[config.mk]
export PLATFORM = sky130hd
export DESIGN_NAME = fetch_unit
export DESIGN_NICKNAME = d
export VERILOG_FILES = /design/src/rtl/fetch_unit.sv
export SDC_FILE = /design/constraint.sdc
export NUM_CORES = 1
export LEC_CHECK = 0
export ABC_CLOCK_PERIOD_IN_PS = 7340
export BUFFER_PORTS_ARGS = -buffer_cell sky130_fd_sc_hd__buf_2
export CORE_MARGIN = 8
export CORE_UTILIZATION = 35
export DETAILED_ROUTE_END_ITERATION = 10
export PLACE_DENSITY = 0.59
export SLEW_MARGIN = 20
export SYNTH_ARGS = -nofsm -noshare
export SYNTH_HDL_FRONTEND = slang
export SYNTH_SLANG_ARGS = --single-unit
[constraint.sdc]
create_clock -name clk -period 7.34 [get_ports clk]
set_input_delay 1.468 -clock clk [delete_from_list [all_inputs] [get_ports clk]]
set_output_delay 1.468 -clock clk [all_outputs]
set_load 0.05 [all_outputs]
[src/rtl/fetch_unit.sv]
// Instruction fetch stage: owns the PC, issues 1-cycle-latency imem reads and
// buffers responses in a DEPTH-entry queue. Optional FETCH_BYPASS_EN forwards a response straight to decode.
module fetch_unit #(
  parameter int unsigned           DATA_WIDTH = 32,
  parameter int unsigned           DEPTH      = 4,
  parameter logic [DATA_WIDTH-1:0] RESET_PC   = '0
) (
  input  logic                  clk,
  input  logic                  rst,
  output logic                  imem_req,
  output logic [DATA_WIDTH-1:0] imem_addr,
  input  logic [DATA_WIDTH-1:0] imem_rdata,
  input  logic                  redirect_valid,
  input  logic [DATA_WIDTH-1:0] redirect_pc,
  output logic                  instr_valid,
  input  logic                  instr_ready,
  output logic [DATA_WIDTH-1:0] instr,
  output logic [DATA_WIDTH-1:0] instr_pc
);

  localparam int unsigned           PTR_W      = (DEPTH > 1) ? $clog2(DEPTH) : 1;
  localparam int unsigned           CNT_W      = $clog2(DEPTH + 1);
  localparam logic [CNT_W-1:0]      DEPTH_C    = CNT_W'(DEPTH);
  localparam logic [DATA_WIDTH-1:0] STEP       = DATA_WIDTH'(4);
  localparam logic [DATA_WIDTH-1:0] ALIGN_MASK = ~DATA_WIDTH'(3);

  logic [DATA_WIDTH-1:0] pc_q, pc_d;
  logic                  inflight_q, inflight_d;
  logic [DATA_WIDTH-1:0] inflight_pc_q, inflight_pc_d;
  logic [CNT_W-1:0]      count_q, count_d;
  logic [PTR_W-1:0]      rd_ptr_q, rd_ptr_d;
  logic [PTR_W-1:0]      wr_ptr_q, wr_ptr_d;
  logic [DATA_WIDTH-1:0] q_pc_mem    [DEPTH];
  logic [DATA_WIDTH-1:0] q_instr_mem [DEPTH];

  logic [DATA_WIDTH-1:0] redir_pc_c;
  logic                  bypass_c;
  logic                  issue_room_c;
  logic                  push_c;
  logic                  pop_c;

  // Issue, presentation and queue bookkeeping; redirect overrides everything but reset.
  always_comb begin
    redir_pc_c   = redirect_pc & ALIGN_MASK;
    bypass_c     = 1'b0;
`ifdef FETCH_BYPASS_EN
    bypass_c     = inflight_q && (count_q == '0) && !redirect_valid;
`endif
    // In-flight response already owns a slot, so it can never overflow the queue.
    issue_room_c = (count_q + CNT_W'(inflight_q)) < DEPTH_C;

    imem_req    = 1'b0;
    imem_addr   = RESET_PC;
    instr_valid = 1'b0;
    instr       = '0;
    instr_pc    = '0;
    if (!rst) begin
      if (redirect_valid) begin
        imem_req  = 1'b1;
        imem_addr = redir_pc_c;
      end else begin
        imem_req  = issue_room_c;
        imem_addr = pc_q;
      end
      instr_valid = !redirect_valid && ((count_q != '0) || bypass_c);
      instr       = q_instr_mem[rd_ptr_q];
      instr_pc    = q_pc_mem[rd_ptr_q];
`ifdef FETCH_BYPASS_EN
      if (bypass_c) begin
        instr    = imem_rdata;
        instr_pc = inflight_pc_q;
      end
`endif
    end

    pop_c  = instr_valid && instr_ready && !bypass_c;
    push_c = !rst && inflight_q && !redirect_valid && !(bypass_c && instr_ready);

    pc_d          = pc_q;
    inflight_d    = inflight_q;
    inflight_pc_d = inflight_pc_q;
    count_d       = count_q;
    rd_ptr_d      = rd_ptr_q;
    wr_ptr_d      = wr_ptr_q;
    if (redirect_valid) begin
      count_d       = '0;
      rd_ptr_d      = '0;
      wr_ptr_d      = '0;
      pc_d          = redir_pc_c + STEP;
      inflight_d    = 1'b1;
      inflight_pc_d = redir_pc_c;
    end else begin
      if (push_c) wr_ptr_d = wr_ptr_q + PTR_W'(1);
      if (pop_c)  rd_ptr_d = rd_ptr_q + PTR_W'(1);
      count_d = count_q + CNT_W'(push_c) - CNT_W'(pop_c);
      if (imem_req) begin
        pc_d          = pc_q + STEP;
        inflight_d    = 1'b1;
        inflight_pc_d = pc_q;
      end else begin
        inflight_d    = 1'b0;
      end
    end
  end

  always_ff @(posedge clk) begin
    if (rst) begin
      pc_q          <= RESET_PC;
      inflight_q    <= 1'b0;
      inflight_pc_q <= '0;
      count_q       <= '0;
      rd_ptr_q      <= '0;
      wr_ptr_q      <= '0;
      for (int i = 0; i < int'(DEPTH); i++) begin
        q_pc_mem[i]    <= '0;
        q_instr_mem[i] <= '0;
      end
    end else begin
      pc_q          <= pc_d;
      inflight_q    <= inflight_d;
      inflight_pc_q <= inflight_pc_d;
      count_q       <= count_d;
      rd_ptr_q      <= rd_ptr_d;
      wr_ptr_q      <= wr_ptr_d;
      if (push_c) begin
        q_pc_mem[wr_ptr_q]    <= inflight_pc_q;
        q_instr_mem[wr_ptr_q] <= imem_rdata;
      end
    end
  end

endmodule

==> flow_metrics.env, run 1 <==
export IMPL_critPathCaptureType="primary output"
export IMPL_status="complete, no violations"
export IMPL_worstHoldStart="pc_q[31]"
export IMPL_vias=9779
export IMPL_hold_depth=2
export IMPL_setup_violations=0
export IMPL_portBuffers=159
export IMPL_yosys_area_top_type="edfxtp_1"
export IMPL_path_class="in -> out"
export IMPL_synth_most_common_cell="and2_1"
export IMPL_holdBufCountCts=0
export IMPL_cts_tree="done"
export IMPL_synthTopCellsByArea="edfxtp_1 (49%), and2_1 (10%), dfxtp_1 (9.2%)"
export IMPL_first_pass_iters=5
export IMPL_synth_seq_cells=318
export IMPL_synth_edf_count=248
export IMPL_insertion_delay_ns=0.52
export IMPL_clk_path_buf_depth=3
export IMPL_yosysTopAreaCellShare=0.4897
export IMPL_reg2reg_slack_ns=4.25
export IMPL_hold_viol_final=0
export IMPL_area_growth_pct=16.42
export IMPL_grt_overflow_total=0
export IMPL_core_um2=42980
export IMPL_cts_clk_slew_worst_paths_ns=0.06
export IMPL_fin_hold_ws_ns=0.4992
export IMPL_r2r_start="inflight_q"
export IMPL_start_kind="primary input"
export IMPL_rr_endpoint="q_instr_mem[3][22]"
export IMPL_synth_area_um2=15210
export IMPL_final_nets=1405
export IMPL_final_min_clock_period_ns=4.989
export IMPL_gp_congestion=0.8388
export IMPL_power_density_nw_per_um2=233.8
export IMPL_hold_end="pc_q[31]"
export IMPL_avgViaCountPerCell=5.025
export IMPL_cp_slowest_cell="buf_4"
export IMPL_synthTopCellsByCount="and2_1 (253), edfxtp_1 (248), nor2_1 (100), dfxtp_1 (70), and3_1 (65)"
export IMPL_drtAntennaViolNets=0
export IMPL_ys_flop_type="edfxtp_1"
export IMPL_postSynthCellCount=1202
export IMPL_ff2ff_path_depth=5
export IMPL_drt_iter0_drc=641
export IMPL_slew_violations=0
export IMPL_cts_sinks=318
export IMPL_crit_required_ns=5.87
export IMPL_seq_area_frac_synth=0.5818
export IMPL_cp_common_cell="buf_4"
export IMPL_arrival_ns=3.52
export IMPL_rsz0062_at_grt="no"
export IMPL_hpwl_um=23740
export IMPL_grt_util_all_layers=0.1533
export IMPL_dieArea_um2=50380
export IMPL_startpoint="redirect_valid"
export IMPL_fin_crit_sh=0.6797
export IMPL_max_stage_delay_ns=0.60
export IMPL_die_y_um=224.5
export IMPL_floorplan_initialDensity=0.3538
export IMPL_skew_ns=0.01709
export IMPL_die_x_um=224.5
export IMPL_drc_errors=0
export IMPL_ir_worst_vdd_mv=0.1451
export IMPL_ys_warn_count=0
export IMPL_cts_buffers=36
export IMPL_yosysUniqueCellTypes=48
export IMPL_grt_pass1_wl_um=60530
export IMPL_async_reset_ff_frac=0
export IMPL_drt_wirelength_per_cell_um=20.15
export IMPL_grt_max_degree=79
export IMPL_drv_cap=0
export IMPL_num_rows=76
export IMPL_leakagePower_uw=0.006981
export IMPL_post_cts_buffers=0
export IMPL_dpl_worst_slack_ns=2.370
export IMPL_hp_class="reg -> reg"
export IMPL_cts_resized=0
export IMPL_path_cells="buf_4, buf_4, mux2i_1, nor2_1, buf_2"
export IMPL_grt_pass1_vias=10290
export IMPL_crit_path_max_fanout=78
export IMPL_worst_pin_slew_ns=1.039
export IMPL_antenna_found_initial=2
export IMPL_cts_htree_levels=2
export IMPL_relSlewSlack=0.3058
export IMPL_max_freq_mhz=200.4
export IMPL_syn_avg_cell_area_um2=12.65
export IMPL_layout_setup_ws_ns=2.351
export IMPL_ios=166
export IMPL_routed_wl_um=39200
export IMPL_cts_root_buffer="clkbuf_16"
export IMPL_drive_above_1_share=0.2353
export IMPL_fin_tns_setup_ns=0
## flip-flops by register name (all words and copies together) (netlist names), named ones only
signal,flops
count_q,3
inflight_pc_q,30
rd_ptr_q,2
inflight_q,1
q_pc_mem,120
wr_ptr_q,2
q_instr_mem,128
pc_q,30
## cell families (layout without fill, tap and decap cells)
| family | count (synthesis) | in the layout | synth area share |
|---|---|---|---|
| buffers and inverters | 104 | 259 | 0.02937 |
| other | 1 | 5 | 0.0002466 |
| XOR/XNOR | 49 | 49 | 0.02822 |
| adder cells (fa/ha/maj) | 4 | 4 | 0.003785 |
| flip-flops | 318 | 318 | 0.5818 |
| multiplexers | 91 | 91 | 0.1110 |
| AO/OA/AOI/OAI | 100 | 100 | 0.04402 |
| AND/OR/NAND/NOR | 535 | 535 | 0.2016 |
## worst max-delay path by stage
stage	end	slack, ns	depth (start not counted)
2_1_floorplan	q_instr_mem[1][0]	0.16	5
3_3_place_gp	imem_addr[27]	2.36	5
3_5_place_dp	imem_addr[26]	2.37	5
4_1_cts	imem_addr[27]	2.37	5
5_1_grt	imem_addr[26]	2.23	5
6_report	imem_addr[27]	2.35	5
## power breakdown
group	internal, uW	switching [uW]	total (uW)
Combinational	117	274	391
Sequential	2020	44.1	2070
Clock	969	712	1680
Total	3110	1030	4140
## cell usage in the layout, fill, tap and decap left out, drive strengths merged, types with 20 or more instances in the layout
| cell type | count |
|---|---|
| and2 | 253 |
| buf | 181 |
| nand2 | 49 |
| nor2 | 100 |
| xnor2 | 29 |
| and3 | 65 |
| mux2i | 28 |
| xor2 | 20 |
| a21oi | 32 |
| dfxtp | 70 |
| clkbuf | 46 |
| edfxtp | 248 |
| a211oi | 35 |
| nand3 | 21 |
| mux4 | 62 |
## metal layers
layer / wire, um / vias up / share of wire / GRT usage
met1: 17700 / 4891 / 0.45 / 0.2050
met3: 1727 / 46 / 0.044 / 0.02866
li1: - / 4619 / - / -
met4: 563 / 2 / 0.014 / 0.03376
met5: 10 / - / 0.00026 / 0
met2: 19200 / 221 / 0.49 / 0.2571
## stage by stage
step	std cells	instance area [um2]	util	total power (uW)
finish	1946	17710	0.4119	4140
global placement	1879	16590	0.3859	2496
floorplan	1205	15220	-	2370
CTS	1944	17680	0.4112	4194
global route	1945	17700	0.4119	4293
detailed placement	1879	16590	0.3859	2503
## layout make-up
class | instances | area (um2)
timing repair buffer | 181 | 983.4
tap | 585 | 732.0
clock inverter | 19 | 118.9
inverter | 13 | 48.80
antenna | 1 | 2.502
multi-input combinational | 783 | 5993
fill | 4095 | 25280
clock buffer | 46 | 969.7
sequential | 318 | 8857
## worst max-delay path: cells and delay by family
family	cells	cell delay, ns
muxes	1	0.60
buffers and inverters	3	1.30
and+or+nand+nor	1	0.09
Note: power is estimated with default switching activity, not from simulation.
==> run 2: changes to the inputs <==
--- a/config.mk
+++ b/config.mk
@@ -5,12 +5,13 @@
 export SDC_FILE = /design/constraint.sdc
 export NUM_CORES = 1
 export LEC_CHECK = 0
-export ABC_CLOCK_PERIOD_IN_PS = 7340
+export ABC_AREA = 1
+export ABC_CLOCK_PERIOD_IN_PS = 4600
 export BUFFER_PORTS_ARGS = -buffer_cell sky130_fd_sc_hd__buf_2
 export CORE_MARGIN = 8
 export CORE_UTILIZATION = 35
 export DETAILED_ROUTE_END_ITERATION = 10
-export PLACE_DENSITY = 0.59
+export PLACE_DENSITY = 0.57
 export SLEW_MARGIN = 20
 export SYNTH_ARGS = -nofsm -noshare
 export SYNTH_HDL_FRONTEND = slang
==> constraint.sdc (replaced) <==
create_clock -name clk -period 4.6 [get_ports clk]
set_input_delay 0.92 -clock clk [delete_from_list [all_inputs] [get_ports clk]]
set_output_delay 0.92 -clock clk [all_outputs]
set_load 0.05 [all_outputs]
==> run 2 against run 1 <==
Net effect:
- sequential share of layout area rose by 0.50 points
- utilization increased by 0.49 points
- clock power increased by 90%
- critical endpoint is now instr_pc[15]
- largest power group unchanged
- highest routed layer is now met4
==> flow_metrics.env, run 2 <==
export IMPL_start_kind="flop"
export IMPL_die_y_um=222.6
export IMPL_r2r_start="count_q[1]"
export IMPL_grt_max_degree=108
export IMPL_final_nets=1904
export IMPL_mostFrequentLayoutCells="nor2_1 (594), edfxtp_1 (248), nand2_1 (199), buf_2 (158), o21ai_0 (145)"
export IMPL_cts_tree="done"
export IMPL_fin_hold_ws_ns=0.4570
export IMPL_slew_violations=0
export IMPL_ys_warn_count=0
export IMPL_synth_area_um2=14940
export IMPL_ir_worst_vdd_mv=0.2727
export IMPL_regMostFlops="q_instr_mem"
export IMPL_worstHoldStart="rd_ptr_q[1]"
export IMPL_status="complete, no violations"
export IMPL_dieArea_um2=49560
export IMPL_clk_path_buf_depth=3
export IMPL_cp_slowest_cell="dfxtp_2"
export IMPL_first_pass_iters=7
export IMPL_post_cts_buffers=0
export IMPL_synth_seq_cells=318
export IMPL_insertion_delay_ns=0.54
export IMPL_worst_pin_slew_ns=1.048
export IMPL_cts_htree_levels=2
export IMPL_grt_overflow_total=0
export IMPL_postSynthCellCount=1711
export IMPL_muxShareOfSynthArea=0.0006698
export IMPL_vias=11750
export IMPL_layout_commonest_cell="nor2_1"
export IMPL_drt_iter0_drc=928
export IMPL_cts_resized=0
export IMPL_path_class="reg -> out"
export IMPL_seq_area_frac_synth=0.5921
export IMPL_drc_errors=0
export IMPL_synthTopCellsByArea="edfxtp_1 (50%), nor2_1 (15%), dfxtp_1 (9.4%)"
export IMPL_gp_congestion=0.8904
export IMPL_routed_wl_um=41550
export IMPL_die_x_um=222.6
export IMPL_leakagePower_uw=0.007354
export IMPL_ff2ff_path_depth=10
export IMPL_holdBufCountCts=0
export IMPL_drive_above_1_share=0.1617
export IMPL_relSlewSlack=0.3005
export IMPL_num_fill_cells=4214
export IMPL_max_stage_delay_ns=0.72
export IMPL_crit_family="buffers and inverters"
export IMPL_crit_path_max_fanout=25
export IMPL_cts_clk_slew_worst_paths_ns=0.06
export IMPL_area_growth_pct=17.27
export IMPL_critPathCaptureType="primary output"
export IMPL_drv_cap=0
export IMPL_fin_crit_sh=0.8502
export IMPL_rsz0062_at_grt="no"
export IMPL_reg2reg_slack_ns=1.99
export IMPL_async_reset_ff_frac=0
export IMPL_cts_buffers=37
export IMPL_hold_depth=2
export IMPL_largest_reg_flops=128
export IMPL_hpwl_um=25190
export IMPL_path_cells="inv_2, buf_4, nor2_1, o21ai_0, a21oi_1, buf_2"
export IMPL_ios=166
export IMPL_synth_top_family_by_area="simple AND/OR/NAND/NOR gates"
export IMPL_antenna_cells=0
export IMPL_setup_violations=0
export IMPL_grt_pass1_wl_um=64920
export IMPL_yosysUniqueCellTypes=39
export IMPL_avgViaCountPerCell=4.895
export IMPL_cts_sinks=318
export IMPL_num_rows=75
export IMPL_cts_root_buffer="clkbuf_16"
export IMPL_floorplan_initialDensity=0.3554
export IMPL_fin_tns_setup_ns=0
export IMPL_crit_required_ns=3.68
export IMPL_hp_class="reg -> reg"
export IMPL_yosysTopAreaCellShare=0.4984
export IMPL_max_freq_mhz=255.7
export IMPL_path_buf_inv=3
export IMPL_grt_util_all_layers=0.1641
export IMPL_ys_flop_type="edfxtp_1"
export IMPL_antenna_found_initial=0
export IMPL_grt_pass1_vias=11810
export IMPL_portBuffers=159
export IMPL_synth_compound_area_share=0.09470
export IMPL_synth_most_common_cell="nor2_1"
export IMPL_synthTopCellsByCount="nor2_1 (594), edfxtp_1 (248), nand2_1 (205), o21ai_0 (146), inv_1 (133)"
export IMPL_yosys_area_top_type="edfxtp_1"
export IMPL_core_um2=42040
export IMPL_reg_top3="q_instr_mem: 128 flops, q_pc_mem: 120 flops"
export IMPL_syn_avg_cell_area_um2=8.734
export IMPL_synth_xor_xnor_area_share=0.004103
export IMPL_synth_edf_count=248
export IMPL_drtAntennaViolNets=0
export IMPL_hold_viol_final=0
export IMPL_skew_ns=0.02202
export IMPL_synthSimpleGateAreaFrac=0.2354
export IMPL_drt_wirelength_per_cell_um=17.31
export IMPL_synth_fa_ha_area_frac=0.003852
export IMPL_power_density_nw_per_um2=411.2
export IMPL_rr_endpoint="pc_q[16]"
export IMPL_arrival_ns=2.99
export IMPL_final_min_clock_period_ns=3.911
run 2: cell type report:
class / instances / area [um2] / share of cell area
Multi-Input combinational cell: 1154 / 5117 / 0.2920
Tap cell: 539 / 674.4 / 0.03849
Inverter: 138 / 523.0 / 0.02985
Clock inverter: 23 / 351.6 / 0.02006
Timing Repair Buffer: 183 / 1016 / 0.05798
Sequential cell: 318 / 8853 / 0.5052
Clock buffer: 45 / 987.2 / 0.05634
run 2: worst min-delay path: cells and delay by family, from the launching register on:
family,cells,cell delay (ns)
buffers and inverters,1,0.05
AO/OA/AOI/OAI,1,0.07
flip-flops,1,0.30
run 2: cells by family after synthesis:
family	after synthesis
buffers and inverters	242
AO/OA/AOI/OAI	263
adder cells (fa/ha/maj)	4
AND/OR/NAND/NOR	875
multiplexers	1
flip-flops	318
other	1
XOR/XNOR	7
run 2: power by group:
group | switching (uW) | internal (uW) | leakage [uW]
clock network | 1200 | 2000 | 0.000651
logic | 544 | 169 | 0.00356
registers | 53.9 | 3240 | 0.00315
run 2: stage by stage:
stage | cells | area, um2 | power [uW] | setup slack (ns) | util
after floorplan | 1714 | 14960 | 3859 | 0.9405 | -
after global placement | 2332 | 16180 | 4060 | 0.9438 | 0.3850
after detailed placement | 2332 | 16180 | 4073 | 0.8697 | 0.3850
after CTS | 2400 | 17520 | 7300 | 0.7011 | 0.4168
after global routing | 2400 | 17520 | 7479 | 0.5849 | 0.4168
final | 2400 | 17520 | 7206 | 0.6890 | 0.4168
run 2: how the worst max path moves through the flow:
stage                         startpoint                end  slack [ns]  cells past startpoint
after floorplan           redirect_valid  q_instr_mem[0][0]        0.94                      8
after global placement    redirect_valid    q_pc_mem[0][25]        0.94                      7
after detailed placement  redirect_valid  q_instr_mem[0][5]        0.87                      7
after CTS                           flop       instr_pc[15]        0.70                      6
after global routing                flop       instr_pc[15]        0.58                      6
final                               flop       instr_pc[15]        0.69                      6
run 2: routing by layer:
metal | track usage | vias to the layer above | share of wire
met2 | 0.2772 | 337 | 0.48
met1 | 0.2098 | 5555 | 0.44
li1 | - | 5789 | -
met4 | 0.05501 | 0 | 0.026
met5 | 0 | - | 0
met3 | 0.03030 | 67 | 0.061
